$ cat src/rtl/sprite_blit_engine.sv
// Sprite blitter: streams one SPR_W x SPR_H sprite from a synchronous ROM into
// the frame-buffer write port at one pixel per clock, with draw/erase, transparency and clipping.
module sprite_blit_engine #(
    parameter int         SPR_W     = 22,
    parameter int         SPR_H     = 22,
    parameter int         N_SPRITES = 8,
    parameter int         COLOR_W   = 3,
    parameter int         X_W       = 9,
    parameter int         Y_W       = 8,
    parameter int         SCREEN_W  = 320,
    parameter int         SCREEN_H  = 240,
    parameter logic [COLOR_W-1:0] BG_COLOR = 3'b111,
    parameter logic [COLOR_W-1:0] TRANSP   = 3'b000,
    localparam int        SEL_W     = (N_SPRITES > 1) ? $clog2(N_SPRITES) : 1,
    localparam int        AW        = $clog2(N_SPRITES * SPR_W * SPR_H)
) (
    input  logic               iCLOCK_50,
    input  logic               iresetn,
    input  logic               istart,
    input  logic               ierase,
    input  logic [SEL_W-1:0]   isprite_sel,
    input  logic [X_W-1:0]     ix_pos,
    input  logic [Y_W-1:0]     iy_pos,
    output logic [AW-1:0]      orom_addr,
    input  logic [COLOR_W-1:0] irom_data,
    output logic [X_W-1:0]     ox,
    output logic [Y_W-1:0]     oy,
    output logic [COLOR_W-1:0] ocolor_out,
    output logic               owriteEn,
    output logic               obusy,
    output logic               oDoneSignal,
    output logic [1:0]         odbg_state
);

    localparam int PXW = (SPR_W > 1) ? $clog2(SPR_W) : 1;
    localparam int PYW = (SPR_H > 1) ? $clog2(SPR_H) : 1;
    localparam logic [PXW-1:0]   PX_LAST  = PXW'(SPR_W - 1);
    localparam logic [PYW-1:0]   PY_LAST  = PYW'(SPR_H - 1);
    localparam logic [AW-1:0]    NPIX_A   = AW'(SPR_W * SPR_H);
    localparam logic [SEL_W:0]   SEL_LIM  = (SEL_W + 1)'(N_SPRITES);
    localparam logic [X_W:0]     SCR_W_L  = (X_W + 1)'(SCREEN_W);
    localparam logic [Y_W:0]     SCR_H_L  = (Y_W + 1)'(SCREEN_H);

    typedef enum logic [1:0] {
        S_IDLE  = 2'd0,
        S_RUN   = 2'd1,
        S_FLUSH = 2'd2,
        S_DONE  = 2'd3
    } state_t;

    state_t               state_q, state_d;
    logic                 erase_q, erase_d;
    logic [X_W-1:0]       x_lat_q, x_lat_d;
    logic [Y_W-1:0]       y_lat_q, y_lat_d;
    logic [PXW-1:0]       px_q, px_d;
    logic [PYW-1:0]       py_q, py_d;
    logic [AW-1:0]        addr_q, addr_d;
    logic                 flush_q, flush_d;
    logic                 s1_valid_q, s1_valid_d;
    logic [PXW-1:0]       s1_px_q, s1_px_d;
    logic [PYW-1:0]       s1_py_q, s1_py_d;
    logic [X_W-1:0]       ox_q, ox_d;
    logic [Y_W-1:0]       oy_q, oy_d;
    logic [COLOR_W-1:0]   color_q, color_d;
    logic                 we_q, we_d;

    logic [X_W:0]         x_sum;
    logic [Y_W:0]         y_sum;
    logic                 on_screen;
    logic                 transparent;

    always_ff @(posedge iCLOCK_50) begin
        if (!iresetn) begin
            state_q    <= S_IDLE;
            erase_q    <= 1'b0;
            x_lat_q    <= '0;
            y_lat_q    <= '0;
            px_q       <= '0;
            py_q       <= '0;
            addr_q     <= '0;
            flush_q    <= 1'b0;
            s1_valid_q <= 1'b0;
            s1_px_q    <= '0;
            s1_py_q    <= '0;
            ox_q       <= '0;
            oy_q       <= '0;
            color_q    <= '0;
            we_q       <= 1'b0;
        end else begin
            state_q    <= state_d;
            erase_q    <= erase_d;
            x_lat_q    <= x_lat_d;
            y_lat_q    <= y_lat_d;
            px_q       <= px_d;
            py_q       <= py_d;
            addr_q     <= addr_d;
            flush_q    <= flush_d;
            s1_valid_q <= s1_valid_d;
            s1_px_q    <= s1_px_d;
            s1_py_q    <= s1_py_d;
            ox_q       <= ox_d;
            oy_q       <= oy_d;
            color_q    <= color_d;
            we_q       <= we_d;
        end
    end

    // Control: address generation in RUN, two-cycle drain in FLUSH for the ROM + output stages.
    always_comb begin
        state_d = state_q;
        erase_d = erase_q;
        x_lat_d = x_lat_q;
        y_lat_d = y_lat_q;
        px_d    = px_q;
        py_d    = py_q;
        addr_d  = addr_q;
        flush_d = flush_q;
        case (state_q)
            S_IDLE: begin
                if (istart) begin
                    erase_d = ierase;
                    x_lat_d = ix_pos;
                    y_lat_d = iy_pos;
                    px_d    = '0;
                    py_d    = '0;
                    if ({1'b0, isprite_sel} < SEL_LIM) begin
                        addr_d  = AW'(isprite_sel) * NPIX_A;
                        state_d = S_RUN;
                    end else begin
                        state_d = S_DONE;
                    end
                end
            end
            S_RUN: begin
                if (px_q == PX_LAST && py_q == PY_LAST) begin
                    state_d = S_FLUSH;
                    flush_d = 1'b0;
                end else begin
                    addr_d = addr_q + 1'b1;
                    if (px_q == PX_LAST) begin
                        px_d = '0;
                        py_d = py_q + 1'b1;
                    end else begin
                        px_d = px_q + 1'b1;
                    end
                end
            end
            S_FLUSH: begin
                flush_d = ~flush_q;
                if (flush_q) state_d = S_DONE;
            end
            S_DONE: begin
                state_d = S_IDLE;
            end
            default: state_d = S_IDLE;
        endcase
    end

    // Datapath: stage 1 tracks the pixel whose ROM word arrives next cycle; stage 2 registers the write.
    always_comb begin
        s1_valid_d  = (state_q == S_RUN);
        s1_px_d     = px_q;
        s1_py_d     = py_q;
        x_sum       = {1'b0, x_lat_q} + (X_W + 1)'(s1_px_q);
        y_sum       = {1'b0, y_lat_q} + (Y_W + 1)'(s1_py_q);
        on_screen   = (x_sum < SCR_W_L) && (y_sum < SCR_H_L);
        transparent = !erase_q && (irom_data == TRANSP);
        we_d        = s1_valid_q && on_screen && !transparent;
        ox_d        = ox_q;
        oy_d        = oy_q;
        color_d     = color_q;
        if (s1_valid_q) begin
            ox_d    = x_sum[X_W-1:0];
            oy_d    = y_sum[Y_W-1:0];
            color_d = erase_q ? BG_COLOR : irom_data;
        end
    end

    assign orom_addr   = addr_q;
    assign ox          = ox_q;
    assign oy          = oy_q;
    assign ocolor_out  = color_q;
    assign owriteEn    = we_q;
    assign obusy       = (state_q != S_IDLE);
    assign oDoneSignal = (state_q == S_DONE);
    assign odbg_state  = state_q;

endmodule
$ cat config.mk
export PLATFORM = sky130hd
export DESIGN_NAME = sprite_blit_engine
export DESIGN_NICKNAME = d
export VERILOG_FILES = /design/src/rtl/sprite_blit_engine.sv
export SDC_FILE = /design/constraint.sdc
export NUM_CORES = 1
export LEC_CHECK = 0
export CORE_ASPECT_RATIO = 1.1
export CORE_MARGIN = 2
export CORE_UTILIZATION = 35
export CTS_CLUSTER_SIZE = 12
export DETAILED_ROUTE_END_ITERATION = 8
export PLACE_DENSITY = 0.65
export SLEW_MARGIN = 25
export SYNTH_ARGS = -nofsm -noshare
export SYNTH_HDL_FRONTEND = slang
export SYNTH_SLANG_ARGS = --single-unit
$ cat constraint.sdc
create_clock -name iCLOCK_50 -period 3.6 [get_ports iCLOCK_50]
set_input_delay 0.54 -clock iCLOCK_50 [delete_from_list [all_inputs] [get_ports iCLOCK_50]]
set_output_delay 0.54 -clock iCLOCK_50 [all_outputs]
set_load 0.05 [all_outputs]
Word level (Yosys, flattened, before mapping) --
Cells that the tools add are included.
Operators by class: add/sub/neg operators 5, equality and inequality tests 10, $mul 1, muxes and demuxes 17, $lt $le $gt $ge 2, bitwise logic cells 1, reductions and logical operators 17
Operators with widths (number):
- 5-bit two-way mux | 5
- 12-bit two-way mux | 2
- 12-bit case mux with 2 select lines | 1
- 5-bit case mux with 2 select lines | 2
- 12-bit by 1-bit adder with 12-bit output, second input constant | 1
- 5-bit by 1-bit adder with 5-bit output, second input constant | 2
- 9-bit by 5-bit adder with 10-bit output | 1
- 5-bit equality test, second input constant | 2
- 10-bit by 9-bit less-than comparator with 1-bit output, second input constant | 1
- 3-bit by 7-bit multiplier with 10-bit output, second input constant | 1
- 8-bit by 5-bit adder with 9-bit output | 1
- 9-bit by 8-bit less-than comparator with 1-bit output, second input constant | 1
- 2-bit case mux with 4 select lines | 1
- 2-bit two-way mux | 3
- 2-bit != test, second input constant | 3
- 3-bit AND reduction | 2
- 2-bit nonzero test | 3
- 1-bit logical AND | 5
- 2-bit equality test, second input constant | 2
- 2-bit by 1-bit != test with 1-bit output, second input constant | 2
- 2-bit AND reduction | 2
- 4-bit AND reduction | 1
- 3-bit zero test | 1
- 3-bit two-way mux | 1
- other kinds (6) | 7
Word-level totals: bits in registers 75, bits of input ports 27, logic and storage cells 68, output and inout port bits 37

Depth between registers and ports, before layout --
Gate-level depths: netlist (run 1).
depth after elaboration 5, depth in mapped cells 9, mapped depth without buffers 8

Worst setup path after synthesis (run 1) --
OpenSTA, ideal clock, no wires.
path type input to register, from in isprite_sel[0], to reg addr_q[9] (netlist: orom_addr[9]), data arrival time 2170 ps, path buffers 0, path slack 1338 ps, library setup time 92 ps, required time 3508 ps, stages on the path 8, path through fa_1 ha_1 inv_1 fa_1 nor2b_1 nor3_1 a21oi_1 o32ai_1
On the way: longest elaborated chain between the ends 3
RTL lines:
- from (decl) | RTL line 21 | input logic [SEL_W-1:0] isprite_sel,
- 3-bit by 7-bit multiplier with 10-bit output | RTL line 127 | addr_d = AW'(isprite_sel) * NPIX_A;
- 12-bit two-way mux | RTL line 120 | if (istart) begin
- 12-bit case mux with 2 select lines | RTL line 118 | case (state_q)
- to (signal assigned) | RTL line 96 | addr_q <= addr_d;
- to (decl) | RTL line 57 | logic [AW-1:0] addr_q, addr_d;
Every way passes these cells. The select of a mux whose other input is x is not followed. A chain may end at the register's enable or synchronous reset.

Worst setup path after layout (run 1) --
from reg state_q[1] (netlist: odbg_state[1]), to reg addr_q[11] (netlist: orom_addr[11])
On the way: longest elaborated chain between the ends 3, elaborated cells on any way between the ends 7, those cells by class 3 x eq/ne; 1 x mux; 3 x reduce/logical
RTL lines:
- from (decl) | RTL line 51 | state_t state_q, state_d;
- from (signal assigned) | RTL line 90 | state_q <= state_d;
- 2-bit by 1-bit equality test with 1-bit output *
- net s1_valid_d | RTL line 59 | logic s1_valid_q, s1_valid_d;
- 2-bit != test (no line) / 2-bit nonzero test (equally long branches)
- 3-bit AND reduction (no line)
The timed path passes the listed nets; every way through them passes the cells marked *.

==> impl_metrics.py, run 1 <==
metrics = {
    "cells_and_area": {
        "drive_above_1_share": 0.0556,
        "area_delta_synth_final_pct": 27.6,
        "num_antenna_cells": 0,
        "finalCoreUtilization": 0.457,
        "design_area_um2": 4960,
        "num-nets-final": 576,
        "final_common_cell": "dfxtp_1",
        "num-fill-cells": 1057,
        "most-common-layout-cells": "75 x dfxtp_1, 63 x clkdlybuf4s50_1, 61 x nand2_1",
    },
    "worst_setup_path": {
        "reg2reg_depth": 8,
        "end_kind": "register",
        "path_class": "reg2reg",
        "reg2reg_from": "odbg_state[1]$_SDFFE_PN0P_",
        "path_max_fanout": 28,
        "r2r_slack_ns": 0.93,
        "critical_path.startpoint": "odbg_state[1]$_SDFFE_PN0P_",
        "cp-endpoint": "orom_addr[11]$_SDFFE_PN0P_",
        "crit_path_start_kind": "register",
        "worstPathArrival_ns": 2.87,
        "required_ns": 3.80,
        "r2r_end": "orom_addr[11]$_SDFFE_PN0P_",
    },
    "job": {
        "cap_violations": 0,
    },
    "cts": {
        "numCtsBuffers": 9,
        "cts-root-buf": "clkbuf_16",
        "cts_repair_resize_count": 0,
        "cts_hold_buffers": 0,
        "cts_max_level": 3,
        "clock_latency_ns": 0.33,
        "path_clk_slew_ns": 0.06,
        "cts_num_sinks": 75,
        "cts_tree": "yes",
        "cts_setup_buffers": 0,
        "cts_buffer_depth": 2,
    },
    "floorplanning": {
        "dieArea_um2": 12000,
        "row_count": 40,
        "design.core.area_um2": 10900,
        "chipWidth_um": 104,
        "fp.dieH_um": 115,
        "pin_count": 64,
        "initial_core_util": 0.358,
    },
    "power_and_ir_drop": {
        "finalPower_w": 0.00337,
        "power.leakage_nw": 1.88,
        "power_density_nw_per_um2": 679,
        "vdd_drop_max_mv": 0.522,
    },
    "yosys": {
        "synth.distinct_cells": 54,
        "synth_top_area_share": 0.386,
        "syn_nets": 520,
        "ys_ff_latch": 75,
        "yosysWarnings": 0,
        "synth_area_leaders": "dfxtp_1 39%, ha_1 8.4%, nand2_1 5.9%",
        "syn_area_per_cell_um2": 8.41,
        "synth_seq_area_share": 0.386,
        "synth-edff-count": 0,
        "synthArstFlopShare": 0,
        "syn_inst": 462,
        "yosys.area.top_type": "dfxtp_1",
        "synth_area_um2": 3890,
        "synth_flop_cell": "dfxtp_1",
    },
    "detailed_routing": {
        "ant_nets": 0,
        "totalWireLength_um": 9210,
        "drc": 0,
        "drt_iter0_markers": 153,
        "routedWlPerCell_um": 13.8,
        "dr.pass1.iters": 4,
        "vias_per_cell": 5.03,
        "vias": 3366,
    },
    "global_routing": {
        "overflow": 0,
        "antenna_found_initial": 0,
        "grt_max_degree": 34,
        "grt_usage": 0.157,
        "grt_pass1_vias": 3244,
        "grt_pass1_wl_um": 15200,
    },
    "placement": {
        "port_buffers": 63,
        "hpwl_um": 6610,
        "gp_congestion": 0.897,
        "place_ws_ns": 0.625,
        "place_area_um2": 4650,
    },
    "status": {
        "run_status": "finished clean",
    },
    "timing": {
        "fin_tns_setup_ns": 0,
        "worst_slack_ns": 0.928,
        "max_freq_mhz": 374,
        "fin_skew_ns": 0.00479,
        "slew_headroom": 0.339,
        "rsz0062_at_grt": "no",
        "min_period_over_period": 0.742,
        "finalSetupViolations": 0,
        "finalHoldViolations": 0,
        "drv_slew": 0,
        "period_needed_ns": 2.67,
        "worst_pin_slew_ns": 0.985,
    },
    "min_path": {
        "min_from": "y_lat_q[2]$_SDFFE_PN0P_",
        "min_path_type": "reg2reg",
    },
}
==> where the power goes <==
group | internal (W) | switching, W
Sequential | 0.000971 | 0.000141
Combinational | 0.000456 | 0.000840
Clock | 0.000605 | 0.000356
==> registers in the layout, summed over array words and instances, names as in the netlist <==
signal and count:
odbg_state 2, s1_valid_q 1, ox 9, s1_px_q 5
x_lat_q 9, erase_q 1, px_q 5, orom_addr 12
oy 8, flush_q 1, ocolor_out 3, py_q 5
s1_py_q 5, y_lat_q 8, owriteEn 1
==> per-layer routing <==
metal / share of wire / vias to the layer above / global-route usage
met5: 0 / - / 0
met4: 0.025 / 0 / 0.0784
met3: 0.041 / 21 / 0.0319
met2: 0.46 / 90 / 0.255
met1: 0.47 / 1541 / 0.199
li1: - / 1714 / -
==> cells in the mapped netlist (all sizes together), types with 3 or more instances <==
library cell  number
or4                3
nand2             61
a22oi              4
fa                 5
buf                9
nand3             12
o21ai             23
nor2              42
xnor2              7
o31ai              4
o22ai              4
nand2b             7
ha                26
a21o               6
inv               24
dfxtp             75
o2111ai            3
a211oi             8
nand4              6
nor2b              7
clkbuf            15
or3                3
xor2              10
o211ai             3
a21oi             39
o21a               3
and2              11
mux2i             10
nor3               5
==> through the flow <==
| step | hold slack, ns | std cells |
|---|---|---|
| 2_1_floorplan | 0.441 | 462 |
| 3_3_place_gp | 0.456 | 654 |
| 3_5_place_dp | 0.462 | 654 |
| 4_1_cts | 0.470 | 669 |
| 5_1_grt | 0.491 | 669 |
| 6_report | 0.467 | 669 |
==> layout make-up <==
class                      instances  area, um^2  share of cell area
clock inverter                     6        90.1              0.0182
sequential                        75        1500               0.303
multi-input combinational        339        2190               0.442
timing repair buffer              69         676               0.136
clock buffer                       9         225              0.0454
inverter                          24        90.1              0.0182
tap                              147         184              0.0371
==> how the worst min path moves through the flow <==
stage	endpoint	slack, ns	cells after the start
floorplan	x_lat_q[0]$_SDFFE_PN0P_	0.44	2
global placement	x_lat_q[2]$_SDFFE_PN0P_	0.46	2
detailed placement	y_lat_q[2]$_SDFFE_PN0P_	0.46	2
CTS	x_lat_q[2]$_SDFFE_PN0P_	0.47	2
global route	x_lat_q[2]$_SDFFE_PN0P_	0.49	2
finish	y_lat_q[2]$_SDFFE_PN0P_	0.47	2
==> worst max-delay path, cell delays in order, from the launching register on <==
cell	delay [ns]
dfxtp_1	0.35
inv_1	0.12
ha_1	0.15
buf_4	0.27
inv_1	0.28
o31ai_2	0.91
nor3_2	0.13
a211oi_1	0.25
a311oi_1	0.07
==> kinds of logic after synthesis <==
kind of cell	count (synthesis)	share of synthesized area
AOI/OAI and AO/OA	110	0.177
xor gates and xnor gates	17	0.0383
adders and majority gates	31	0.109
buffers and inverters	48	0.0492
DFF	75	0.386
muxes	11	0.0286
and+or+nand+nor	170	0.211
Power figures use the tool's default switching activity.
==> inputs of run 2 (changes only) <==
- PLACE_DENSITY: 0.65 -> 0.67
- clock period: 3.6 -> 2.35 ns (I/O delays scaled with it)
==> impl_metrics.py, run 2 (synthesis results as in run 1) <==
metrics = {
    "status": {
        "run_status": "finished clean",
    },
    "detailed_routing": {
        "met2RoutedLength_um": 4450,
        "ant_nets": 0,
        "dr.pass1.iters": 4,
        "drc": 0,
        "maxUsedRoutingLayer": "met4",
        "wl_met3_um": 385,
        "drt_iter0_markers": 186,
        "totalWireLength_um": 9380,
        "vias": 3412,
        "routedWlPerCell_um": 13.7,
        "wl_met1_um": 4400,
        "vias_per_cell": 5.00,
    },
    "power_and_ir_drop": {
        "vdd_drop_max_mv": 0.543,
        "power.leakage_nw": 1.94,
        "power_density_nw_per_um2": 1000,
        "finalPower_w": 0.00504,
    },
    "min_path": {
        "hold_depth": 2,
        "holdPathEnd": "x_lat_q[4]$_SDFFE_PN0P_",
        "min_path_type": "reg2reg",
        "min_from": "x_lat_q[4]$_SDFFE_PN0P_",
    },
    "timing": {
        "finalSetupViolations": 0,
        "worst_pin_slew_ns": 0.611,
        "max_freq_mhz": 446,
        "drv_slew": 0,
        "min_period_over_period": 0.955,
        "finalHoldViolations": 0,
        "slew_headroom": 0.590,
        "fin_skew_ns": 0.00746,
        "period_needed_ns": 2.24,
    },
    "worst_setup_path": {
        "worstPathArrival_ns": 2.49,
        "reg2reg_depth": 8,
        "r2r_slack_ns": 0.23,
        "crit_path_start_kind": "primary input",
        "path_class": "in2reg",
        "r2r_end": "owriteEn$_SDFF_PN0_",
        "end_kind": "register",
        "required_ns": 2.59,
        "reg2reg_from": "x_lat_q[0]$_SDFFE_PN0P_",
        "path_max_fanout": 3,
    },
    "floorplanning": {
        "row_count": 40,
        "pin_count": 64,
        "fp.dieH_um": 115,
        "initial_core_util": 0.358,
        "design.core.area_um2": 10900,
        "dieArea_um2": 12000,
        "chipWidth_um": 104,
    },
    "placement": {
        "port_buffers": 63,
        "place_area_um2": 4730,
        "hpwl_um": 6920,
        "gp_congestion": 0.841,
    },
    "cts": {
        "clock_latency_ns": 0.33,
        "numCtsBuffers": 9,
        "cts-root-buf": "clkbuf_16",
        "cts_num_sinks": 75,
        "path_clk_slew_ns": 0.06,
        "cts_buffer_depth": 2,
        "cts_hold_buffers": 0,
        "cts_max_level": 3,
        "cts_tree": "yes",
    },
    "cells_and_area": {
        "drive_above_1_share": 0.0840,
        "largest_register_ffs": 12,
        "finalCoreUtilization": 0.463,
        "most-common-layout-cells": "75 x dfxtp_1, 61 x nand2_1, 60 x clkdlybuf4s50_1",
        "num-nets-final": 589,
        "num-fill-cells": 1084,
        "num_antenna_cells": 0,
        "design_area_um2": 5030,
        "final_common_cell": "dfxtp_1",
        "regArea_um2": 1500,
        "area_delta_synth_final_pct": 29.3,
        "multi_input_area_um2": 2200,
    },
    "global_routing": {
        "grt_usage": 0.163,
        "grt_max_degree": 33,
        "overflow": 0,
        "antenna_found_initial": 0,
        "grt_pass1_vias": 3376,
        "grt_pass1_wl_um": 15600,
    },
    "job": {
        "cap_violations": 0,
    },
}
[run 2: power by group]
group | switching (W) | internal [W] | leakage, nW
sequential | 0.000225 | 0.00149 | 0.611
clock | 0.000544 | 0.000721 | 0.134
combinational | 0.00130 | 0.000759 | 1.19
total | 0.00207 | 0.00297 | 1.94
[run 2: worst max-delay path, stage by stage]
cell	delay (ns)
clkdlybuf4s50_1	0.43
fa_1	0.55
ha_2	0.20
inv_1	0.05
fa_2	0.35
nor2b_2	0.13
o21a_1	0.12
o41ai_1	0.06
a311oi_1	0.24
[run 2: metal layers]
| layer | global-route usage | up-vias |
|---|---|---|
| li1 | - | 1737 |
| met1 | 0.198 | 1594 |
| met2 | 0.282 | 67 |
| met3 | 0.0387 | 14 |
| met4 | 0.0550 | 0 |
| met5 | 0 | - |
[run 2: worst max-delay path by stage]
| stage | startpoint | to | slack [ns] | depth (start not counted) |
|---|---|---|---|---|
| finish | isprite_sel[0] | orom_addr[11]$_SDFFE_PN0P_ | 0.11 | 9 |
| global route | isprite_sel[0] | orom_addr[11]$_SDFFE_PN0P_ | -0.006 | 9 |
| CTS | isprite_sel[0] | orom_addr[11]$_SDFFE_PN0P_ | 0.009 | 9 |
| detailed placement | isprite_sel[0] | orom_addr[11]$_SDFFE_PN0P_ | -0.34 | 9 |
| global placement | isprite_sel[0] | orom_addr[11]$_SDFFE_PN0P_ | -0.27 | 9 |
| floorplan | odbg_state[1]$_SDFFE_PN0P_ | orom_addr[10]$_SDFFE_PN0P_ | 0.18 | 8 |
[run 2: final cells by class]
class | count | area share
repair buffers | 82 | 0.154
well taps | 147 | 0.0366
inverters | 24 | 0.0179
clock inverters | 5 | 0.00797
multi-input cells | 339 | 0.438
flip-flops and latches | 75 | 0.299
clock buffers | 11 | 0.0463
[run 2: per-stage QoR]
step	TNS (ns)	hold slack [ns]	setup slack (ns)	instances
after floorplan	0	0.441	0.178	462
after global placement	-0.921	0.456	-0.273	665
after detailed placement	-1.12	0.459	-0.344	665
after CTS	0	0.468	0.00940	681
after global routing	-0.00563	0.486	-0.00563	683
final	0	0.467	0.106	683
[run 2: timing repair]
| action | CTS | global route |
|---|---|---|
| setup endpoints to repair | 0 | 2 |
| hold endpoints to repair | 0 | 0 |
| setup buffers | 0 | 2 |
| resized for setup | 0 | 5 |
